===== config.mk =====
export PLATFORM = sky130hd
export DESIGN_NAME = mem_bus_controller
export DESIGN_NICKNAME = d
export VERILOG_FILES = /design/src/rtl/mem_bus_pkg.sv /design/src/rtl/mem_bus_timer.sv /design/src/rtl/memory_decoder.sv /design/src/rtl/mem_bus_controller.sv
export SDC_FILE = /design/constraint.sdc
export NUM_CORES = 1
export LEC_CHECK = 0
export ABC_AREA = 1
export CORE_AREA = 2 2 121 123
export DETAILED_ROUTE_END_ITERATION = 10
export DIE_AREA = 0 0 123 125
export PLACE_DENSITY = 0.79
export SYNTH_ARGS = -nofsm -noshare
export SYNTH_HDL_FRONTEND = slang
export SYNTH_HIERARCHICAL = 1
export SYNTH_SLANG_ARGS = --single-unit

===== constraint.sdc =====
create_clock -name clk -period 2.65 [get_ports clk]
set_clock_uncertainty 0.05 [all_clocks]
set_input_delay 0.3975 -clock clk [delete_from_list [all_inputs] [get_ports clk]]
set_output_delay 0.3975 -clock clk [all_outputs]
set_load 0.01 [all_outputs]

===== src/rtl/mem_bus_pkg.sv =====
// Shared types and constants for the CPU-to-memory bus controller.
// Optional feature macro used by this slice: MEM_BUS_TIMEOUT_EN (ACCESS timeout).
package mem_bus_pkg;

    localparam int unsigned NUM_TGT = 4;
    localparam int unsigned ADDR_W  = 32;
    localparam int unsigned DATA_W  = 32;
    localparam int unsigned BE_W    = 4;
    localparam int unsigned CNT_W   = 8;

    localparam int unsigned TGT_BRAM   = 0;
    localparam int unsigned TGT_SRAM   = 1;
    localparam int unsigned TGT_FLASH  = 2;
    localparam int unsigned TGT_PERIPH = 3;

    typedef enum logic [1:0] {
        ST_IDLE   = 2'd0,
        ST_DECODE = 2'd1,
        ST_ACCESS = 2'd2,
        ST_RESP   = 2'd3
    } state_t;

    // Latched CPU request as presented to the targets
    typedef struct packed {
        logic [ADDR_W-1:0] addr;
        logic [DATA_W-1:0] wdata;
        logic              we;
        logic [BE_W-1:0]   be;
    } bus_req_t;

    // True when exactly one bit of a target select vector is set
    function automatic logic is_onehot(input logic [NUM_TGT-1:0] v);
        return (v != '0) && ((v & (v - NUM_TGT'(1))) == '0);
    endfunction

endpackage


===== src/rtl/mem_bus_timer.sv =====
// ACCESS-phase watchdog counter; only compiled with MEM_BUS_TIMEOUT_EN defined.
`ifdef MEM_BUS_TIMEOUT_EN
module mem_bus_timer
    import mem_bus_pkg::*;
#(
    parameter int unsigned TIMEOUT_CYCLES = 16
) (
    input  logic clk,
    input  logic rst,
    input  logic clear,
    input  logic inc,
    output logic expired_c
);

    logic [CNT_W-1:0] count_q;

    // Count ACCESS cycles without ack; restart on each ACCESS entry
    always_ff @(posedge clk) begin
        if (rst || clear) begin
            count_q <= '0;
        end else if (inc) begin
            count_q <= count_q + CNT_W'(1);
        end
    end

    assign expired_c = (count_q == CNT_W'(TIMEOUT_CYCLES - 1));

endmodule
`endif


===== src/rtl/memory_decoder.sv =====
// Address decoder: 64 KiB regions at 0x0000_xxxx BRAM, 0x0001 SRAM, 0x0002 FLASH,
// 0x0003 PERIPH; anything else is a decode error.
module memory_decoder
    import mem_bus_pkg::*;
(
    input  logic [ADDR_W-1:0]  addr,
    output logic [NUM_TGT-1:0] sel,
    output logic               error
);

    // Only the region bits participate in the decode
    logic unused_offset;
    assign unused_offset = ^addr[15:0];

    // Region lookup on the upper address half
    always_comb begin
        sel   = '0;
        error = 1'b0;
        case (addr[31:16])
            16'h0000: sel[TGT_BRAM]   = 1'b1;
            16'h0001: sel[TGT_SRAM]   = 1'b1;
            16'h0002: sel[TGT_FLASH]  = 1'b1;
            16'h0003: sel[TGT_PERIPH] = 1'b1;
            default:  error           = 1'b1;
        endcase
    end

endmodule


===== src/rtl/mem_bus_controller.sv =====
// Single-outstanding bus master from the CPU load/store port to four memory targets.
// Define MEM_BUS_TIMEOUT_EN to abort unacknowledged accesses after TIMEOUT_CYCLES.
module mem_bus_controller
    import mem_bus_pkg::*;
#(
    parameter int unsigned TIMEOUT_CYCLES = 16
) (
    input  logic                      clk,
    input  logic                      rst,
    input  logic                      cpu_req_valid,
    output logic                      cpu_req_ready,
    input  logic [ADDR_W-1:0]         cpu_addr,
    input  logic [DATA_W-1:0]         cpu_wdata,
    input  logic                      cpu_we,
    input  logic [BE_W-1:0]           cpu_be,
    output logic                      cpu_resp_valid,
    input  logic                      cpu_resp_ready,
    output logic [DATA_W-1:0]         cpu_rdata,
    output logic                      cpu_resp_error,
    output logic [NUM_TGT-1:0]        tgt_req,
    output logic [ADDR_W-1:0]         tgt_addr,
    output logic [DATA_W-1:0]         tgt_wdata,
    output logic                      tgt_we,
    output logic [BE_W-1:0]           tgt_be,
    input  logic [NUM_TGT-1:0]        tgt_ack,
    input  logic [NUM_TGT*DATA_W-1:0] tgt_rdata
);

    state_t              state_q, state_d;
    bus_req_t            req_q, req_d;
    logic [NUM_TGT-1:0]  tgt_req_d;
    logic                resp_valid_d;
    logic [DATA_W-1:0]   rdata_d;
    logic                resp_error_d;

    logic [NUM_TGT-1:0]  dec_sel;
    logic                dec_err;
    logic                dec_ok_c;
    logic                ack_hit_c;
    logic [DATA_W-1:0]   ack_rdata_c;
    logic                timeout_c;

    memory_decoder u_decoder (
        .addr  (req_q.addr),
        .sel   (dec_sel),
        .error (dec_err)
    );

`ifdef MEM_BUS_TIMEOUT_EN
    logic timer_expired;

    mem_bus_timer #(
        .TIMEOUT_CYCLES (TIMEOUT_CYCLES)
    ) u_timer (
        .clk       (clk),
        .rst       (rst),
        .clear     (state_q == ST_DECODE),
        .inc       ((state_q == ST_ACCESS) && !ack_hit_c),
        .expired_c (timer_expired)
    );

    assign timeout_c = (state_q == ST_ACCESS) && timer_expired;
`else
    logic unused_timeout_cfg;
    assign unused_timeout_cfg = ^TIMEOUT_CYCLES;
    assign timeout_c          = 1'b0;
`endif

    assign cpu_req_ready = (state_q == ST_IDLE);
    assign dec_ok_c      = !dec_err && is_onehot(dec_sel);
    assign ack_hit_c     = |(tgt_ack & tgt_req);

    assign tgt_addr  = req_q.addr;
    assign tgt_wdata = req_q.wdata;
    assign tgt_we    = req_q.we;
    assign tgt_be    = req_q.be;

    // Read data of the currently strobed target
    always_comb begin
        ack_rdata_c = '0;
        for (int i = 0; i < NUM_TGT; i++) begin
            if (tgt_req[i]) begin
                ack_rdata_c = ack_rdata_c | tgt_rdata[DATA_W*i +: DATA_W];
            end
        end
    end

    // State register
    always_ff @(posedge clk) begin
        if (rst) begin
            state_q <= ST_IDLE;
        end else begin
            state_q <= state_d;
        end
    end

    // Next-state logic
    always_comb begin
        state_d = state_q;
        case (state_q)
            ST_IDLE:   if (cpu_req_valid)            state_d = ST_DECODE;
            ST_DECODE: state_d = dec_ok_c ? ST_ACCESS : ST_RESP;
            ST_ACCESS: if (ack_hit_c || timeout_c)   state_d = ST_RESP;
            ST_RESP:   if (cpu_resp_ready)           state_d = ST_IDLE;
            default:   state_d = ST_IDLE;
        endcase
    end

    // Next values of the registered bus and response outputs
    always_comb begin
        req_d        = req_q;
        tgt_req_d    = tgt_req;
        resp_valid_d = cpu_resp_valid;
        rdata_d      = cpu_rdata;
        resp_error_d = cpu_resp_error;
        case (state_q)
            ST_IDLE: begin
                if (cpu_req_valid) begin
                    req_d = '{addr: cpu_addr, wdata: cpu_wdata, we: cpu_we, be: cpu_be};
                end
            end
            ST_DECODE: begin
                if (dec_ok_c) begin
                    tgt_req_d = dec_sel;
                end else begin
                    resp_valid_d = 1'b1;
                    resp_error_d = 1'b1;
                    rdata_d      = '0;
                end
            end
            ST_ACCESS: begin
                // A same-cycle ack takes priority over timeout expiry
                if (ack_hit_c) begin
                    tgt_req_d    = '0;
                    resp_valid_d = 1'b1;
                    resp_error_d = 1'b0;
                    rdata_d      = req_q.we ? '0 : ack_rdata_c;
                end else if (timeout_c) begin
                    tgt_req_d    = '0;
                    resp_valid_d = 1'b1;
                    resp_error_d = 1'b1;
                    rdata_d      = '0;
                end
            end
            ST_RESP: begin
                if (cpu_resp_ready) begin
                    resp_valid_d = 1'b0;
                end
            end
            default: ;
        endcase
    end

    // Output and request registers
    always_ff @(posedge clk) begin
        if (rst) begin
            req_q          <= '0;
            tgt_req        <= '0;
            cpu_resp_valid <= 1'b0;
            cpu_rdata      <= '0;
            cpu_resp_error <= 1'b0;
        end else begin
            req_q          <= req_d;
            tgt_req        <= tgt_req_d;
            cpu_resp_valid <= resp_valid_d;
            cpu_rdata      <= rdata_d;
            cpu_resp_error <= resp_error_d;
        end
    end

endmodule

==> results.yml, run 1 <==
cts:
  h_tree_lvls: 3
  cts_repair_resize_count: 0
  cts_made_buffers: 9
  clk_pin_slew_ps: 70
  cts_buffer_depth: 2
  clock-root-buffer: "sky130_fd_sc_hd__clkbuf_16"
  cts_tree: "done"
  hold_buffers: 0
  post-cts-setup-buffer-count: 0
  clock_latency_ps: 350
  clock_sinks: 109
routing:
  route.antenna.remaining_nets: 0
  vias: 6110
  drt_iter0_drc: 370
  routed_wire_length_per_instance_um: 14.3
  routed_via_density: 4.75
  routed_wl_mm: 18.4
  detail_route.drc_violations: 0
  drt_first_pass_iters: 4
power:
  power_mw: 8.56
  vdd.ir_drop.worst_v: 0.000580
  leakage_nw: 3.57
  power-per-cell-area_nw_per_um2: 968
grt:
  number_of_global_route_vias_before_repair: 5812
  grt_antenna_before_repair: 0
  use_met1: 0.244
  grt_usage: 0.232
  grt_max_degree: 70
  global_route_wire_length_before_repair_mm: 28.2
  grt-busiest-layer: "met2"
  globalRouteMet2Util: 0.409
  grt_util_met3: 0.0944
  globalRoute.totalOverflow: 0
placement:
  place.gp.congestion: 0.846
  placed_cells: 1271
  place.port_buffers: 312
  place_worst_setup_slack_ps: 494
  post-dp-hpwl_mm: 13.9
timing:
  worstMarginPinSlew_ps: 587
  timing.max_slew.rel_slack: 0.608
  timing.final.ws_setup_ps: 435
  final_period_minus_worst_setup_slack_ps: 2220
  timing.final.crit_share: 0.836
  report.final.slew_viol_count: 0
  max_clock_freq_mhz: 451
  rsz0062_at_grt: "false"
  hold_viol_final: 0
  setup_viol_count_final: 0
  setup_total_negative_slack_ps: 0
cells_and_area:
  flow.area_growth_from_synthesis_pct: 65.8
  post_route_cells_drive_above_1_share: 0.0662
  fillers: 1287
  antennaDiodeCount: 0
  final_cells: 1287
  final_net_count: 1307
floorplanning:
  dieWidth_um: 123
  start_util: 0.376
  ioPinCount: 313
  core-area_um2: 14200
  area_enclosed_by_the_die_boundary_um2: 15400
  site_row_count: 44
  dieHeight_um: 125
yosys:
  ys_async_sr_fraction: 0
  synthesis.area_per_instance_um2: 6.55
  synth_top_cells_by_area: "sky130_fd_sc_hd__dfxtp_1 (41%), sky130_fd_sc_hd__nand2_1 (16%), sky130_fd_sc_hd__nor2_1 (15%)"
  post_syn_nets: 1024
  post_synth_edffs: 0
  synth_top_cell_area_share: 0.409
  synth-warning-count: 6
  synth_seq_cells: 109
  ys_dominant_reg_cell: "sky130_fd_sc_hd__dfxtp_1"
  synth_cells: 815
  syn_area_um2: 5340
  post_synth_num_cell_types: 26
  synth_top_area_cell: "sky130_fd_sc_hd__dfxtp_1"
  synth_seq_area_share: 0.409
critical_path:
  critical_path.max_stage_delay_ps: 650
  number_of_buffers_and_inverters_on_the_critical_path: 2
  worstSetupPathType: "reg -> out"
  critPathLaunchType: "register"
  worst_setup_path_end_kind: "primary output"
  crit_slowest_cell: "sky130_fd_sc_hd__dfxtp_1"
  required_ps: 2200
  critical_path.top_delay_family: "buffers and inverters"
  cp_max_fo: 12
  cp_data_arrival_time_ps: 1770
  worstPathCellList: "buf_4 -> clkdlybuf4s50_1"
flow_run:
  max_capacitance_violation_count: 0
status:
  status: "finished clean"
min_path:
  worstHoldPathType: "reg -> reg"
[cell families (layout without fill, tap and decap cells)]
| family | after synthesis | count (layout) | synth area share |
|---|---|---|---|
| flops | 109 | 109 | 0.409 |
| fa+ha+maj | 4 | 4 | 0.00938 |
| buf+inv | 81 | 369 | 0.0748 |
| compound gates | 78 | 78 | 0.0739 |
| simple gates | 543 | 543 | 0.433 |
[per-layer routing]
| metal | part of all wire | up-vias |
|---|---|---|
| li1 | - | 3136 |
| met1 | 0.38 | 2710 |
| met2 | 0.48 | 239 |
| met3 | 0.12 | 25 |
| met4 | 0.022 | 0 |
| met5 | 0 | - |
[path summary, 6_finish.rpt]
path	startpoint	end	slack, ps	cells after the start
worst min register to register	cpu_rdata[5]	cpu_rdata[5]	420	2
worst min-delay path	cpu_rdata[5]	cpu_rdata[5]	420	2
worst max register to register	tgt_addr[31]	cpu_rdata[6]	500	14
worst max-delay path	tgt_req[1]	tgt_req[1]	430	2
[tightest hold or removal path, cell delays in order, from the launching register on]
cell and delay, ps:
sky130_fd_sc_hd__dfxtp_1 330, sky130_fd_sc_hd__nor2_1 50, sky130_fd_sc_hd__nor2_1 70
[cells in the mapped netlist (2+ instances only)]
cell	count
sky130_fd_sc_hd__buf_4	3
sky130_fd_sc_hd__clkbuf_1	21
sky130_fd_sc_hd__inv_1	25
sky130_fd_sc_hd__nor2_2	30
sky130_fd_sc_hd__nor2_4	2
sky130_fd_sc_hd__nand4_1	33
sky130_fd_sc_hd__buf_2	22
sky130_fd_sc_hd__a21oi_1	2
sky130_fd_sc_hd__buf_6	7
sky130_fd_sc_hd__nand2_1	223
sky130_fd_sc_hd__nand2_2	3
sky130_fd_sc_hd__dfxtp_1	109
sky130_fd_sc_hd__nor2_1	212
sky130_fd_sc_hd__ha_1	4
sky130_fd_sc_hd__o21ai_0	74
sky130_fd_sc_hd__nand3_1	35
[placed cells by master, fill, tap and decap left out, types with 2 or more instances in the layout]
cell	count
sky130_fd_sc_hd__a21oi_1	2
sky130_fd_sc_hd__buf_12	3
sky130_fd_sc_hd__buf_4	11
sky130_fd_sc_hd__clkbuf_16	9
sky130_fd_sc_hd__clkdlybuf4s50_1	312
sky130_fd_sc_hd__dfxtp_1	109
sky130_fd_sc_hd__ha_1	4
sky130_fd_sc_hd__inv_1	24
sky130_fd_sc_hd__inv_2	2
sky130_fd_sc_hd__inv_8	2
sky130_fd_sc_hd__nand2_1	222
sky130_fd_sc_hd__nand2_2	4
sky130_fd_sc_hd__nand3_1	35
sky130_fd_sc_hd__nand4_1	33
sky130_fd_sc_hd__nor2_1	212
sky130_fd_sc_hd__nor2_2	30
sky130_fd_sc_hd__nor2_4	2
sky130_fd_sc_hd__o21ai_0	74
[report_power, final]
group,internal (mW),switching (mW),total [mW]
clock,0.753,0.666,1.42
sequential,2.17,0.352,2.52
combinational,2.12,2.50,4.62
total,5.04,3.52,8.56
[state kept, by name, indices dropped and copies added, names as in the netlist]
| name | cells |
|---|---|
| tgt_wdata | 32 |
| state_q | 2 |
| cpu_rdata | 32 |
| tgt_addr | 32 |
| tgt_be | 4 |
| tgt_we | 1 |
| cpu_resp_valid | 1 |
| tgt_req | 4 |
| cpu_resp_error | 1 |
[area by class of cell]
type / instances / area (um2) / share of cell area
flip-flops and latches: 109 / 2180 / 0.247
repair buffers: 326 / 3270 / 0.369
inverters: 27 / 104 / 0.0117
clock inverters: 6 / 77.6 / 0.00877
clock buffers: 10 / 229 / 0.0259
well taps: 184 / 230 / 0.0260
multi-input cells: 625 / 2760 / 0.312
[through the flow]
step,hold slack [ps],util,area (um2)
final,423,0.623,8850
after global placement,404,0.601,8540
after detailed placement,409,0.601,8540
after floorplan,417,-,5340
after CTS,427,0.623,8850
after global routing,455,0.623,8850
Power figures use the tool's default switching activity.
==> run 2, diff against run 1 <==
- CORE_AREA: 2 2 121 123 -> default
- CORE_MARGIN: default -> 2
- CORE_UTILIZATION: default -> 38
- DIE_AREA: 0 0 123 125 -> default
- clock period: 2.65 -> 2.05 ns (I/O delays scaled with it)
==> run 2 against run 1 <==
  * Count of clock-buffer cells in the layout increased by 1
  * Final area increased by 0.98%
  * Non-clock buffer count rose by 8
  * Critical path type unchanged
  * Critical endpoint is now cpu_req_ready
  * Largest cell class unchanged
==> results.yml, run 2 (synthesis results as in run 1) <==
status:
  status: "finished clean"
timing:
  setup_viol_count_final: 0
  timing.final.crit_share: 0.943
  timing.max_slew.rel_slack: 0.767
  rsz0062_at_grt: "false"
  setup_total_negative_slack_ps: 0
  report.final.slew_viol_count: 0
  worstMarginPinSlew_ps: 350
  max_clock_freq_mhz: 517
  hold_viol_final: 0
  final_period_minus_worst_setup_slack_ps: 1930
  fin_worst_hold_slack_ps: 427
grt:
  grt_antenna_before_repair: 0
  global_route_wire_length_before_repair_mm: 27.9
  globalRoute.totalOverflow: 0
  grt_max_degree: 75
  grt_usage: 0.237
  number_of_global_route_vias_before_repair: 5722
critical_path:
  critPathLaunchType: "register"
  worstSetupPathType: "reg -> out"
  cp_max_fo: 5
  cp_data_arrival_time_ps: 1580
  worst_setup_path_end_kind: "primary output"
  required_ps: 1690
floorplanning:
  ioPinCount: 313
  core-area_um2: 13800
  site_row_count: 43
  dieHeight_um: 123
  dieWidth_um: 123
  area_enclosed_by_the_die_boundary_um2: 15000
  start_util: 0.387
routing:
  vias: 6100
  route.antenna.remaining_nets: 0
  detail_route.drc_violations: 0
  routed_wire_length_per_instance_um: 14.4
  routed_via_density: 4.73
  drt_first_pass_iters: 4
  drt_iter0_drc: 288
  routed_wl_mm: 18.6
cells_and_area:
  seq_area_um2: 2180
  layout.cells.most_common_list: "sky130_fd_sc_hd__clkdlybuf4s50_1 (312), sky130_fd_sc_hd__nand2_1 (220), sky130_fd_sc_hd__nor2_1 (211), sky130_fd_sc_hd__dfxtp_1 (108), sky130_fd_sc_hd__o21ai_0 (71)"
  leading_cell_type_in_the_layout_fill_and_taps_excluded: "sky130_fd_sc_hd__clkdlybuf4s50_1"
  fillers: 1255
  final_net_count: 1315
  post_route_cells_drive_above_1_share: 0.0756
  flow.area_growth_from_synthesis_pct: 67.4
  antennaDiodeCount: 0
  multiInputGateArea_um2: 2770
cts:
  clk_pin_slew_ps: 70
  post-cts-setup-buffer-count: 0
  cts_buffer_depth: 2
  clock-root-buffer: "sky130_fd_sc_hd__clkbuf_16"
  cts_made_buffers: 9
  h_tree_lvls: 3
  cts_tree: "done"
  clock_sinks: 109
  clock_latency_ps: 350
power:
  leakage_nw: 3.61
  power_mw: 11.2
  vdd.ir_drop.worst_v: 0.000616
  power-per-cell-area_nw_per_um2: 1250
placement:
  post-dp-hpwl_mm: 14.2
  place.port_buffers: 312
  place.gp.congestion: 0.826
min_path:
  worstHoldPathType: "reg -> reg"
flow_run:
  max_capacitance_violation_count: 0
## run 2: path summary, 6_finish.rpt
| kind | from | slack [ps] | depth (start not counted) | endpoint |
|---|---|---|---|---|
| worst max-delay path | state_q[0] | 120 | 3 | cpu_req_ready |
| worst min-delay path | cpu_rdata[7] | 430 | 2 | cpu_rdata[7] |
| worst max register to register | tgt_addr[31] | 160 | 12 | cpu_rdata[3] |
| worst min register to register | cpu_rdata[7] | 430 | 2 | cpu_rdata[7] |
## run 2: metrics by stage
step	instances	cell area, um2	setup slack (ps)	utilization
after detailed placement	1275	8610	65.5	0.625
after global routing	1291	8930	1.60	0.649
after floorplan	815	5340	318	-
final	1291	8930	117	0.649
after global placement	1275	8610	162	0.625
after CTS	1291	8910	43.1	0.647
## run 2: what timing repair did
action,4_1_cts,5_1_grt
hold buffers,0,0
resized for setup,0,12
endpoints found under the setup margin,0,37
## run 2: routing by layer
metal / part of all wire / vias to the layer above / track usage
met3: 0.12 / 14 / 0.101
met1: 0.37 / 2695 / 0.253
met4: 0.011 / 0 / 0.0647
met5: 0 / - / 0
li1: - / 3148 / -
met2: 0.50 / 243 / 0.427
## run 2: cell type report
class                           count  area share
Clock inverter                      5     0.00742
Multi-Input combinational cell    625       0.310
Tap cell                          180      0.0252
Clock buffer                       11      0.0261
Timing Repair Buffer              334       0.375
Inverter                           27      0.0122
Sequential cell                   109       0.244
## run 2: where the power goes
group	total [mW]	switching [mW]	internal, mW	leakage [nW]
Sequential	3.26	0.453	2.81	0.901
Combinational	6.16	3.30	2.87	2.57
Clock	1.78	0.815	0.965	0.142
## run 2: worst max-delay path: stages (launching register included)
cell and delay [ps]:
sky130_fd_sc_hd__dfxtp_1 400, sky130_fd_sc_hd__inv_1 80, sky130_fd_sc_hd__ha_1 240, sky130_fd_sc_hd__clkdlybuf4s50_1 510
